<file path="src/rtl/text_pkg.sv">
// text_pkg: shared constants and state encoding for the text-mode writer.
//   COLS/ROWS     : screen geometry in character cells
//   ADDR_W        : character RAM address width (2^ADDR_W >= COLS*ROWS)
//   BLANK         : fill code for clears and backspace
//   CH_*          : control codes handled by the writer
//   state_e       : writer FSM states
package text_pkg;
  localparam int COLS   = 80;
  localparam int ROWS   = 60;
  localparam int ADDR_W = 13;
  localparam int COL_W  = 7;
  localparam int ROW_W  = 6;

  localparam logic [7:0] BLANK = 8'h20;
  localparam logic [7:0] CH_BS = 8'h08;
  localparam logic [7:0] CH_LF = 8'h0A;
  localparam logic [7:0] CH_FF = 8'h0C;
  localparam logic [7:0] CH_CR = 8'h0D;

  localparam logic [ADDR_W-1:0] LAST_ADDR = ADDR_W'(COLS*ROWS-1);

  typedef enum logic [1:0] {
    FULLCLR = 2'd0,
    IDLE    = 2'd1,
    LINECLR = 2'd2
  } state_e;
endpackage

</file>
<file path="src/rtl/text_writer_if.sv">
// text_writer_if: character stream in, RAM write port out.
//   in_valid/in_char/in_ready : character handshake (source -> writer)
//   wr_en/wr_addr/wr_data     : character RAM write port (writer -> RAM)
//   modport slave  : the writer side
//   modport master : the source / RAM-observer side
interface text_writer_if;
  import text_pkg::*;

  logic              in_valid;
  logic [7:0]        in_char;
  logic              in_ready;
  logic              wr_en;
  logic [ADDR_W-1:0] wr_addr;
  logic [7:0]        wr_data;

  modport master (output in_valid, in_char,
                  input  in_ready, wr_en, wr_addr, wr_data);
  modport slave  (input  in_valid, in_char,
                  output in_ready, wr_en, wr_addr, wr_data);
endinterface

</file>
<file path="src/rtl/text_cursor.sv">
// text_cursor: column/row cursor with its linear RAM address.
//   clk, rst     : clock, synchronous active-high reset (cursor to 0,0)
//   home_i       : cursor to (0,0)
//   newline_i    : col 0, row+1 wrapping from ROWS-1 to 0
//   cr_i         : col 0
//   dec_i        : col-1, no-op at col 0
//   inc_i        : col+1, saturating at COLS-1
//   col_o, row_o : registered cursor position
//   addr_o       : row*COLS+col
//   row_base_o   : row*COLS
//   at_eol_o     : cursor sits in the last column
module text_cursor
  import text_pkg::*;
(
  input  logic              clk,
  input  logic              rst,
  input  logic              home_i,
  input  logic              newline_i,
  input  logic              cr_i,
  input  logic              dec_i,
  input  logic              inc_i,
  output logic [COL_W-1:0]  col_o,
  output logic [ROW_W-1:0]  row_o,
  output logic [ADDR_W-1:0] addr_o,
  output logic [ADDR_W-1:0] row_base_o,
  output logic              at_eol_o
);
  logic [COL_W-1:0] col_q, col_d;
  logic [ROW_W-1:0] row_q, row_d;

  always_comb begin
    col_d = col_q;
    row_d = row_q;
    if (home_i) begin
      col_d = '0;
      row_d = '0;
    end else if (newline_i) begin
      col_d = '0;
      row_d = (row_q == ROW_W'(ROWS-1)) ? '0 : row_q + ROW_W'(1);
    end else if (cr_i) begin
      col_d = '0;
    end else if (dec_i && col_q != '0) begin
      col_d = col_q - COL_W'(1);
    end else if (inc_i && col_q != COL_W'(COLS-1)) begin
      col_d = col_q + COL_W'(1);
    end
  end

  always_ff @(posedge clk) begin
    if (rst) begin
      col_q <= '0;
      row_q <= '0;
    end else begin
      col_q <= col_d;
      row_q <= row_d;
    end
  end

  assign col_o      = col_q;
  assign row_o      = row_q;
  assign row_base_o = ADDR_W'(row_q) * ADDR_W'(COLS);
  assign addr_o     = row_base_o + ADDR_W'(col_q);
  assign at_eol_o   = (col_q == COL_W'(COLS-1));
endmodule

</file>
<file path="src/rtl/text_writer.sv">
// text_writer: turns a character byte stream into text-mode RAM writes at a
// hardware cursor. Printables are written and advance the cursor; CR, LF, BS
// and FF move the cursor; every newly entered row is blanked (LINECLR) and FF
// or reset blanks the whole screen (FULLCLR). All outputs are registered.
//   clk, rst                 : clock (also the RAM write clock), sync active-high reset
//   io (text_writer_if.slave): in_valid/in_char/in_ready handshake, wr_en/wr_addr/wr_data
//   cur_col, cur_row         : cursor position
//   busy                     : a clear is in progress
// Build option TEXT_WRITER_AUTO_WRAP_EN: a printable in the last column is
// followed by a newline; otherwise the cursor saturates there.
module text_writer
  import text_pkg::*;
(
  input  logic             clk,
  input  logic             rst,
  text_writer_if.slave     io,
  output logic [COL_W-1:0] cur_col,
  output logic [ROW_W-1:0] cur_row,
  output logic             busy
);
  state_e            state_q, state_d;
  logic [ADDR_W-1:0] cnt_q, cnt_d;
  logic              wr_en_q, wr_en_d;
  logic [ADDR_W-1:0] wr_addr_q, wr_addr_d;
  logic [7:0]        wr_data_q, wr_data_d;
  logic              rdy_q, rdy_d;
  logic              busy_q, busy_d;

  logic              c_home, c_nl, c_cr, c_dec, c_inc;
  logic [ADDR_W-1:0] cur_addr, row_base;
  logic              at_eol;
  logic              accept, clr_wr;

  text_cursor u_cursor (
    .clk        (clk),
    .rst        (rst),
    .home_i     (c_home),
    .newline_i  (c_nl),
    .cr_i       (c_cr),
    .dec_i      (c_dec),
    .inc_i      (c_inc),
    .col_o      (cur_col),
    .row_o      (cur_row),
    .addr_o     (cur_addr),
    .row_base_o (row_base),
    .at_eol_o   (at_eol)
  );

  assign accept = io.in_valid & rdy_q;

  always_comb begin
    state_d   = state_q;
    cnt_d     = cnt_q;
    wr_en_d   = 1'b0;
    wr_addr_d = wr_addr_q;
    wr_data_d = wr_data_q;
    clr_wr    = 1'b0;
    c_home    = 1'b0;
    c_nl      = 1'b0;
    c_cr      = 1'b0;
    c_dec     = 1'b0;
    c_inc     = 1'b0;

    case (state_q)
      FULLCLR: begin
        wr_en_d   = 1'b1;
        wr_addr_d = cnt_q;
        wr_data_d = BLANK;
        clr_wr    = 1'b1;
        cnt_d     = cnt_q + ADDR_W'(1);
        if (cnt_q == LAST_ADDR) begin
          state_d = IDLE;
          cnt_d   = '0;
          c_home  = 1'b1;
        end
      end

      LINECLR: begin
        // cursor already sits at column 0 of the row being cleared
        wr_en_d   = 1'b1;
        wr_addr_d = row_base + cnt_q;
        wr_data_d = BLANK;
        clr_wr    = 1'b1;
        cnt_d     = cnt_q + ADDR_W'(1);
        if (cnt_q == ADDR_W'(COLS-1)) begin
          state_d = IDLE;
          cnt_d   = '0;
        end
      end

      IDLE: begin
        if (accept) begin
          case (io.in_char)
            CH_CR: c_cr = 1'b1;
            CH_LF: begin
              c_nl    = 1'b1;
              state_d = LINECLR;
              cnt_d   = '0;
            end
            CH_BS: begin
              // blank lands on the cell the cursor moves back onto
              if (cur_col != '0) begin
                c_dec     = 1'b1;
                wr_en_d   = 1'b1;
                wr_addr_d = cur_addr - ADDR_W'(1);
                wr_data_d = BLANK;
              end
            end
            CH_FF: begin
              c_home  = 1'b1;
              state_d = FULLCLR;
              cnt_d   = '0;
            end
            default: begin
              wr_en_d   = 1'b1;
              wr_addr_d = cur_addr;
              wr_data_d = io.in_char;
              if (!at_eol) begin
                c_inc = 1'b1;
              end else begin
`ifdef TEXT_WRITER_AUTO_WRAP_EN
                c_nl    = 1'b1;
                state_d = LINECLR;
                cnt_d   = '0;
`endif
              end
            end
          endcase
        end
      end

      default: begin
        state_d = FULLCLR;
        cnt_d   = '0;
      end
    endcase

    // ready tracks the state being entered, so it falls with the edge that
    // leaves IDLE; busy also covers the final clear write still on the port
    rdy_d  = (state_d == IDLE);
    busy_d = (state_d != IDLE) | clr_wr;
  end

  always_ff @(posedge clk) begin
    if (rst) begin
      state_q   <= FULLCLR;
      cnt_q     <= '0;
      wr_en_q   <= 1'b0;
      wr_addr_q <= '0;
      wr_data_q <= '0;
      rdy_q     <= 1'b0;
      busy_q    <= 1'b1;
    end else begin
      state_q   <= state_d;
      cnt_q     <= cnt_d;
      wr_en_q   <= wr_en_d;
      wr_addr_q <= wr_addr_d;
      wr_data_q <= wr_data_d;
      rdy_q     <= rdy_d;
      busy_q    <= busy_d;
    end
  end

  assign io.in_ready = rdy_q;
  assign io.wr_en    = wr_en_q;
  assign io.wr_addr  = wr_addr_q;
  assign io.wr_data  = wr_data_q;
  assign busy        = busy_q;
endmodule

</file>
<file path="src/flat_wrapper.sv">
// flat-port wrapper written by rule: the top's interface ports become plain ports
module text_writer_flat import text_pkg::*;
  (clk, rst, cur_col, cur_row, busy, io_in_valid, io_in_char, io_in_ready, io_wr_en, io_wr_addr, io_wr_data);
  text_writer_if io_i ();
  input  logic clk;
  input  logic rst;
  output logic [COL_W-1:0] cur_col;
  output logic [ROW_W-1:0] cur_row;
  output logic busy;
  input wire logic [$bits(io_i.in_valid)-1:0] io_in_valid;
  input wire logic [$bits(io_i.in_char)-1:0] io_in_char;
  output wire logic [$bits(io_i.in_ready)-1:0] io_in_ready;
  output wire logic [$bits(io_i.wr_en)-1:0] io_wr_en;
  output wire logic [$bits(io_i.wr_addr)-1:0] io_wr_addr;
  output wire logic [$bits(io_i.wr_data)-1:0] io_wr_data;
  assign io_i.in_valid = io_in_valid;
  assign io_i.in_char = io_in_char;
  assign io_in_ready = io_i.in_ready;
  assign io_wr_en = io_i.wr_en;
  assign io_wr_addr = io_i.wr_addr;
  assign io_wr_data = io_i.wr_data;
  text_writer u_core (.clk(clk), .rst(rst), .io(io_i), .cur_col(cur_col), .cur_row(cur_row), .busy(busy));
endmodule
</file>
<file path="config.mk">
export PLATFORM = sky130hd
export DESIGN_NAME = text_writer_flat
export DESIGN_NICKNAME = d
export VERILOG_FILES = /design/src/rtl/text_pkg.sv /design/src/rtl/text_writer_if.sv /design/src/rtl/text_cursor.sv /design/src/rtl/text_writer.sv /design/src/flat_wrapper.sv
export SDC_FILE = /design/constraint.sdc
export NUM_CORES = 1
export LEC_CHECK = 0
export CAP_MARGIN = 40
export CORE_MARGIN = 3
export CORE_UTILIZATION = 40
export DETAILED_ROUTE_END_ITERATION = 10
export PLACE_DENSITY_LB_ADDON = 0.2
export SKIP_CTS_REPAIR_TIMING = 1
export SYNTH_ARGS = -nofsm -noshare
export SYNTH_HDL_FRONTEND = slang
export SYNTH_SLANG_ARGS = --single-unit
</file>
<file path="constraint.sdc">
create_clock -name clk -period 8.9 [get_ports clk]
set_clock_uncertainty 0.2 [all_clocks]
set_input_delay 1.78 -clock clk [delete_from_list [all_inputs] [get_ports clk]]
set_output_delay 1.78 -clock clk [all_outputs]
set_load 0.05 [all_outputs]
</file>
# After elaboration in Yosys (flattened, before gate mapping)
# Index checks and enable logic that the tools add are counted.
[op_classes]
addsub = 7
n_bitwise = 2
n_mux = 43
reduce_logical = 16
n_mul = 1
eq_ne = 17
[ops]
columns = ["op", "count"]
rows = [
  ["2-to-1 mux 13 bit", 6],
  ["case mux 13 bit (3 select lines)", 2],
  ["== test 8 x 4 -> 1 bit (second input constant)", 4],
  ["case mux 8 bit (2 select lines)", 2],
  ["case mux 13 bit (2 select lines)", 1],
  ["2-to-1 mux 1 bit", 19],
  ["2-to-1 mux 8 bit", 2],
  ["2-to-1 mux 7 bit", 2],
  ["adder 13 x 1 -> 13 bit (second input constant)", 1],
  ["adder 13 bit", 1],
  ["adder 13 x 7 -> 13 bit", 1],
  ["== test 13 bit (second input constant)", 1],
  ["== test 13 x 7 -> 1 bit (second input constant)", 1],
  ["subtractor 13 x 1 -> 13 bit (second input constant)", 1],
  ["multiplier 6 x 3 -> 9 bit (second input constant)", 1],
  ["AND reduction 4 bit", 2],
  ["OR reduction 4 bit", 2],
  ["adder 7 x 1 -> 7 bit (second input constant)", 1],
  ["== test 7 bit (second input constant)", 1],
  ["inequality test 7 bit (second input constant)", 1],
  ["nonzero test 7 bit", 1],
  ["subtractor 7 x 1 -> 7 bit (second input constant)", 1],
  ["adder 6 x 1 -> 6 bit (second input constant)", 1],
  ["== test 6 bit (second input constant)", 1],
  ["19 further kinds", 30],
]
[word_totals]
word_cells = 95
in_bits = 11
regBits = 52
out_inout_bits = 37

# Longest topological paths before layout
[depth]
word_depth = 8
ltp_mapped = 14

# Hierarchy
# A second synthesis with hierarchy kept.
[hier_totals]
hier_cells = 522
hier_area_um2 = 4206.5
[modules_own_cells]
columns = ["module", "cells_per_inst", "instances", "area_per_inst_um2"]
rows = [
  ["text_writer", 374, 1, 2950.3],
  ["text_cursor", 148, 1, 1256.2],
]

# Worst setup path after synthesis
# OpenSTA, ideal clock, no wires.
[synth_timing]
path_type = "input port to flip-flop"
from = "in io_in_char[2]"
to = "reg u_core.u_cursor.col_q[6] (netlist: u_core.u_cursor.col_o[6])"
stages = 14
n_path_buf = 2
setup_time_ps = 142
arrival_ps = 4162
required_time_ps = 8558
setup_slack_ps = 4396
path_cell_list = "buf_6 nor4b_1 and2_1 buf_2 nand3_1 inv_1 ha_1 nor2b_1 o21ai_0 a21oi_1 nor3_1 nand3b_1 xor2_1 nor2_1"
[synth_between]
elab_chain_len = 7
[synth_lines]
columns = ["item", "line", "source"]
rows = [
  ["start, declared", "flat_wrapper.sv:11", "input wire logic [$bits(io_i.in_char)-1:0] io_in_char;"],
  ["== test 8 x 4 -> 1 bit", "text_writer.sv:93", "case (io.in_char)"],
  ["OR reduction 4 bit (no line)", "--", ""],
  ["2-to-1 mux 1 bit", "text_writer.sv:93", ""],
  ["2-to-1 mux 1 bit", "text_writer.sv:92", "if (accept) begin"],
  ["2-to-1 mux 1 bit", "text_writer.sv:64", "case (state_q)"],
  ["logical AND 1 bit", "text_cursor.sv:44", "end else if (inc_i && col_q != COL_W'(COLS-1)) begin"],
  ["nonzero test 2 bit (no line)", "--", ""],
  ["end signal, assigned", "text_cursor.sv:54", "col_q <= col_d;"],
  ["end, declared", "text_cursor.sv:28", "logic [COL_W-1:0] col_q, col_d;"],
]
# Several ways; a longest one is shown, not always the timed one.
# A chain may end at the register's enable or synchronous reset.

# Worst setup path after layout
# Ends and elaborated chain as after synthesis.

==> results by group <==
STA
  • Slew @ Worst Pin: 0.844 ns
  • RSZ-0062 raised after global routing: false
  • Final worst path period need: 5.19 ns
  • Finish-stage setup viols: 0
  • Final Hold Vio Count: 0
  • Max-slew violations: 0
  • Final critical-path share of the clock period: 58.3%
  • Setup_tns: 0 ns
  • FMAX: 193 MHz
  • Worst slew margin relative to its limit: 43.2%

Die
  • Die extent in x: 104 um
  • Num rows: 35
  • Die area: 10800 um^2
  • Initial core utilization: 41.3%
  • I/O pin count: 48
  • Overall die height: 104 um
  • Placeable Area: 9280 um^2

CTS
  • Clock buffer count from CTS: 5
  • Clock Sink Count: 52
  • Max clock buf depth: 2
  • Later-pin clock latency in the skew report: 0.31 ns
  • Clock tree from TritonCTS: built
  • Clock transition at the registers of the reported paths: 0.10 ns
  • Number of H-tree branching levels: 2
  • Root Driver: clkbuf_8

Power and ir drop
  • Part of the power in registers: 54.6%
  • Pleak: 1.84 nW
  • P_int: 332 uW
  • Power per cell area: 96.7 nW/um^2
  • Share of total power in combinational logic: 6.6%
  • Net Sw Frac: 23.7%
  • Clock share of power: 38.9%
  • Switching power total: 103 uW
  • Max IR drop VDD: 0.0000807 V

Placed design
  • PortBufs: 47
  • Number of cells in the design after placement: 614
  • Global placement routability congestion: 0.871
  • Total half-perimeter wirelength after legalization and detailed placement: 7430 um

Global routing
  • Maximum number of pins on one net before global-route repair: 29
  • Global-route wire length before repair: 16300 um
  • Global Route Usage Sum: 18.1%
  • Antenna violations before repair: 0
  • Via count of the first global-routing pass: 3433
  • GRT overflow: 0

Setup path
  • Crit path launch: io_in_char[2]
  • Reg2reg setup slack: 5.29 ns
  • Arrival time at the worst endpoint: 5.19 ns
  • Nature of the critical path startpoint: input port
  • Required time of the worst setup path: 8.90 ns
  • Max Fanout on Critical Path: 9
  • Worst setup path endpoint: u_core.u_cursor.col_o[6]
  • Endpoint kind of the worst setup timing path: flop
  • Critical path class: in2reg
  • Source of the worst register-to-register timing path: u_core.u_cursor.row_o[1]
  • Worst-case reg-to-reg path depth: 10
  • Worst flop-to-flop path endpoint: u_core.io.wr_addr[11]

Drt
  • Detail Route Antenna Nets: 0
  • DR vias/cell: 5.56
  • Post-route DRC: 0
  • Total iterations of the first detailed-routing run: 4
  • Total Wirelength: 9780 um
  • Detail-routed net length per standard cell: 15.7 um
  • Count of routing violations after the opening detailed-route iteration: 188
  • Via count: 3457

Layout
  • Proportion of layout cells with a drive suffix above 1: 5.68%
  • Post-synthesis to final-layout area growth: 17.2%
  • Area of combinational cells with multiple inputs: 2630 um^2
  • Filler cell count in the final layout: 939
  • Number of standard cells in the final layout excluding fillers: 622
  • Ant. Diodes: 0
  • Register area: 1040 um^2
  • Number of nets in the layout: 540

Yosys
  • Register area share after synthesis: 27.1%
  • Number of different library cells in the post-synthesis netlist: 70
  • Count of yosys warnings during synthesis: 0
  • Post-synth net total: 499
  • Asr flop ratio synth: 0%
  • EDFF count, synth: 0
  • Number of flip-flops and latches in the synthesized netlist: 52
  • Post-synthesis instance area: 3840 um^2
  • Syn Area/Cell: 8.51 um^2
  • Yosys top cell area share: 27.1%
  • Gate Count Post-Synth: 451
  • Cell type with the highest aggregate area in the netlist: dfxtp_1
  • Leading register cell type out of synthesis: dfxtp_1
  • Leading post-synthesis cells by cell area: dfxtp_1 27%, ha_1 11%, nor2_1 6.3%, xnor2_1 5.9%, xor2_1 5.0%

Min path
  • Worst hold path type: reg2reg

Outcome
  • Result of the run: complete, no violations

Run
  • Count of maximum capacitance violations: 0
worst min-delay path by stage:
stage / startpoint / slack (ns) / depth (start not counted) / end
floorplan: u_core.cnt_q[11] / 0.30 / 2 / u_core.cnt_q[11]
global placement: u_core.io.wr_addr[5] / 0.24 / 2 / u_core.io.wr_addr[5]
detailed placement: u_core.io.wr_addr[6] / 0.25 / 2 / u_core.io.wr_addr[6]
CTS: u_core.io.wr_addr[6] / 0.27 / 2 / u_core.io.wr_addr[6]
global route: u_core.io.wr_data[5] / 0.29 / 2 / u_core.io.wr_data[5]
finish: u_core.io.wr_addr[6] / 0.26 / 2 / u_core.io.wr_addr[6]
metal layers:
| layer | share of wire, % | up-vias | routed length, um | track usage (%) |
|---|---|---|---|---|
| met5 | 0 | - | 0 | 0 |
| met4 | 3.5 | 0 | 340 | 8.36 |
| met3 | 4.4 | 28 | 429 | 3.04 |
| met2 | 46 | 80 | 4460 | 30.0 |
| li1 | - | 1706 | - | - |
| met1 | 47 | 1643 | 4550 | 22.8 |
flip-flops by register name (all words and copies together), names as in the netlist:
register,cells
u_core.u_cursor.row_o,6
u_core.io.wr_data,8
u_core.u_cursor.col_o,7
u_core.busy,1
u_core.io.wr_en,1
u_core.state_q,2
u_core.io.in_ready,1
u_core.io.wr_addr,13
u_core.cnt_q,13
cells in the mapped netlist (all sizes together) (2+ instances only):
| cell | number |
|---|---|
| o211ai | 8 |
| a21o | 10 |
| a32oi | 2 |
| xnor2 | 26 |
| nand3 | 9 |
| and2 | 4 |
| dfxtp | 52 |
| clkbuf | 9 |
| o41ai | 3 |
| a311oi | 2 |
| nor3b | 4 |
| buf | 7 |
| xor2 | 22 |
| nor2b | 6 |
| or3 | 2 |
| ha | 33 |
| o31ai | 2 |
| nand4bb | 2 |
| fa | 4 |
| inv | 18 |
| nor4 | 6 |
| o21a | 2 |
| a31oi | 2 |
| o21ai | 18 |
| nand2 | 26 |
| nor4b | 5 |
| and3 | 3 |
| nand2b | 5 |
| nand4 | 10 |
| nor2 | 66 |
| nor3 | 9 |
| and4 | 2 |
| a221oi | 4 |
| nand3b | 2 |
| mux2i | 5 |
| a211oi | 9 |
| a2bb2oi | 2 |
| a22oi | 7 |
| a221o | 3 |
| a21oi | 26 |
cell usage in the layout (no fill, tap or decap), types with 6 or more instances in the layout:
cell / Yosys / routed
a211oi_1: 9 / 9
a21o_1: 9 / 9
a21oi_1: 25 / 25
a22oi_1: 7 / 7
clkdlybuf4s50_1: 0 / 47
dfxtp_1: 52 / 52
ha_1: 33 / 33
inv_1: 18 / 18
nand2_1: 24 / 24
nand3_1: 9 / 9
nand4_1: 10 / 10
nor2_1: 64 / 64
nor2b_1: 6 / 6
nor3_1: 9 / 9
nor4_1: 6 / 6
o211ai_1: 8 / 8
o21ai_0: 17 / 17
xnor2_1: 26 / 26
xor2_1: 22 / 22
final cells by class:
class / instances / area share [%]
Clock buffer: 6 / 1.61
Clock inverter: 2 / 0.862
Inverter: 18 / 1.50
Multi-Input combinational cell: 365 / 58.4
Sequential cell: 52 / 23.1
Tap cell: 129 / 3.59
Timing Repair Buffer: 50 / 10.9
per-stage QoR:
step / util, % / setup WS, ns / power (mW) / cell area (um^2) / hold slack (ns)
after global routing: 48.5 / 3.32 / 0.451 / 4500 / 0.293
final: 48.5 / 3.71 / 0.435 / 4500 / 0.260
after CTS: 48.5 / 3.78 / 0.441 / 4500 / 0.265
after global placement: 47.2 / 3.59 / 0.271 / 4380 / 0.244
after detailed placement: 47.3 / 3.47 / 0.271 / 4390 / 0.250
after floorplan: - / 4.40 / 0.260 / 3840 / 0.301
power groups by stage:
| stage | sequential (mW) | clock (mW) | combinational (mW) |
|---|---|---|---|
| after floorplan | 0.247 | 0 | 0.0135 |
| after global placement | 0.242 | 0 | 0.0282 |
| after detailed placement | 0.243 | 0 | 0.0286 |
| after CTS | 0.237 | 0.175 | 0.0287 |
| after global routing | 0.238 | 0.182 | 0.0310 |
| final | 0.237 | 0.169 | 0.0286 |
critical path: stages:
cell	delay [ns]
clkdlybuf4s50_1	0.58
nor4b_1	0.71
and2_1	0.41
nand3_1	0.20
inv_1	0.24
ha_1	0.31
nor2b_1	0.15
o21ai_0	0.19
a21oi_1	0.12
nor3_1	0.18
nand3b_1	0.14
xor2_1	0.14
nor2_1	0.05
kinds of logic after synthesis:
family	Yosys count	share of synthesized area, %
AND/OR/NAND/NOR	166	22.8
AO/OA/AOI/OAI	108	19.9
flip-flops	52	27.1
XOR/XNOR	49	11.5
adder cells (fa/ha/maj)	37	12.8
buffers and inverters	34	4.43
multiplexers	5	1.30
No activity file was read; power rests on OpenSTA's default activity.
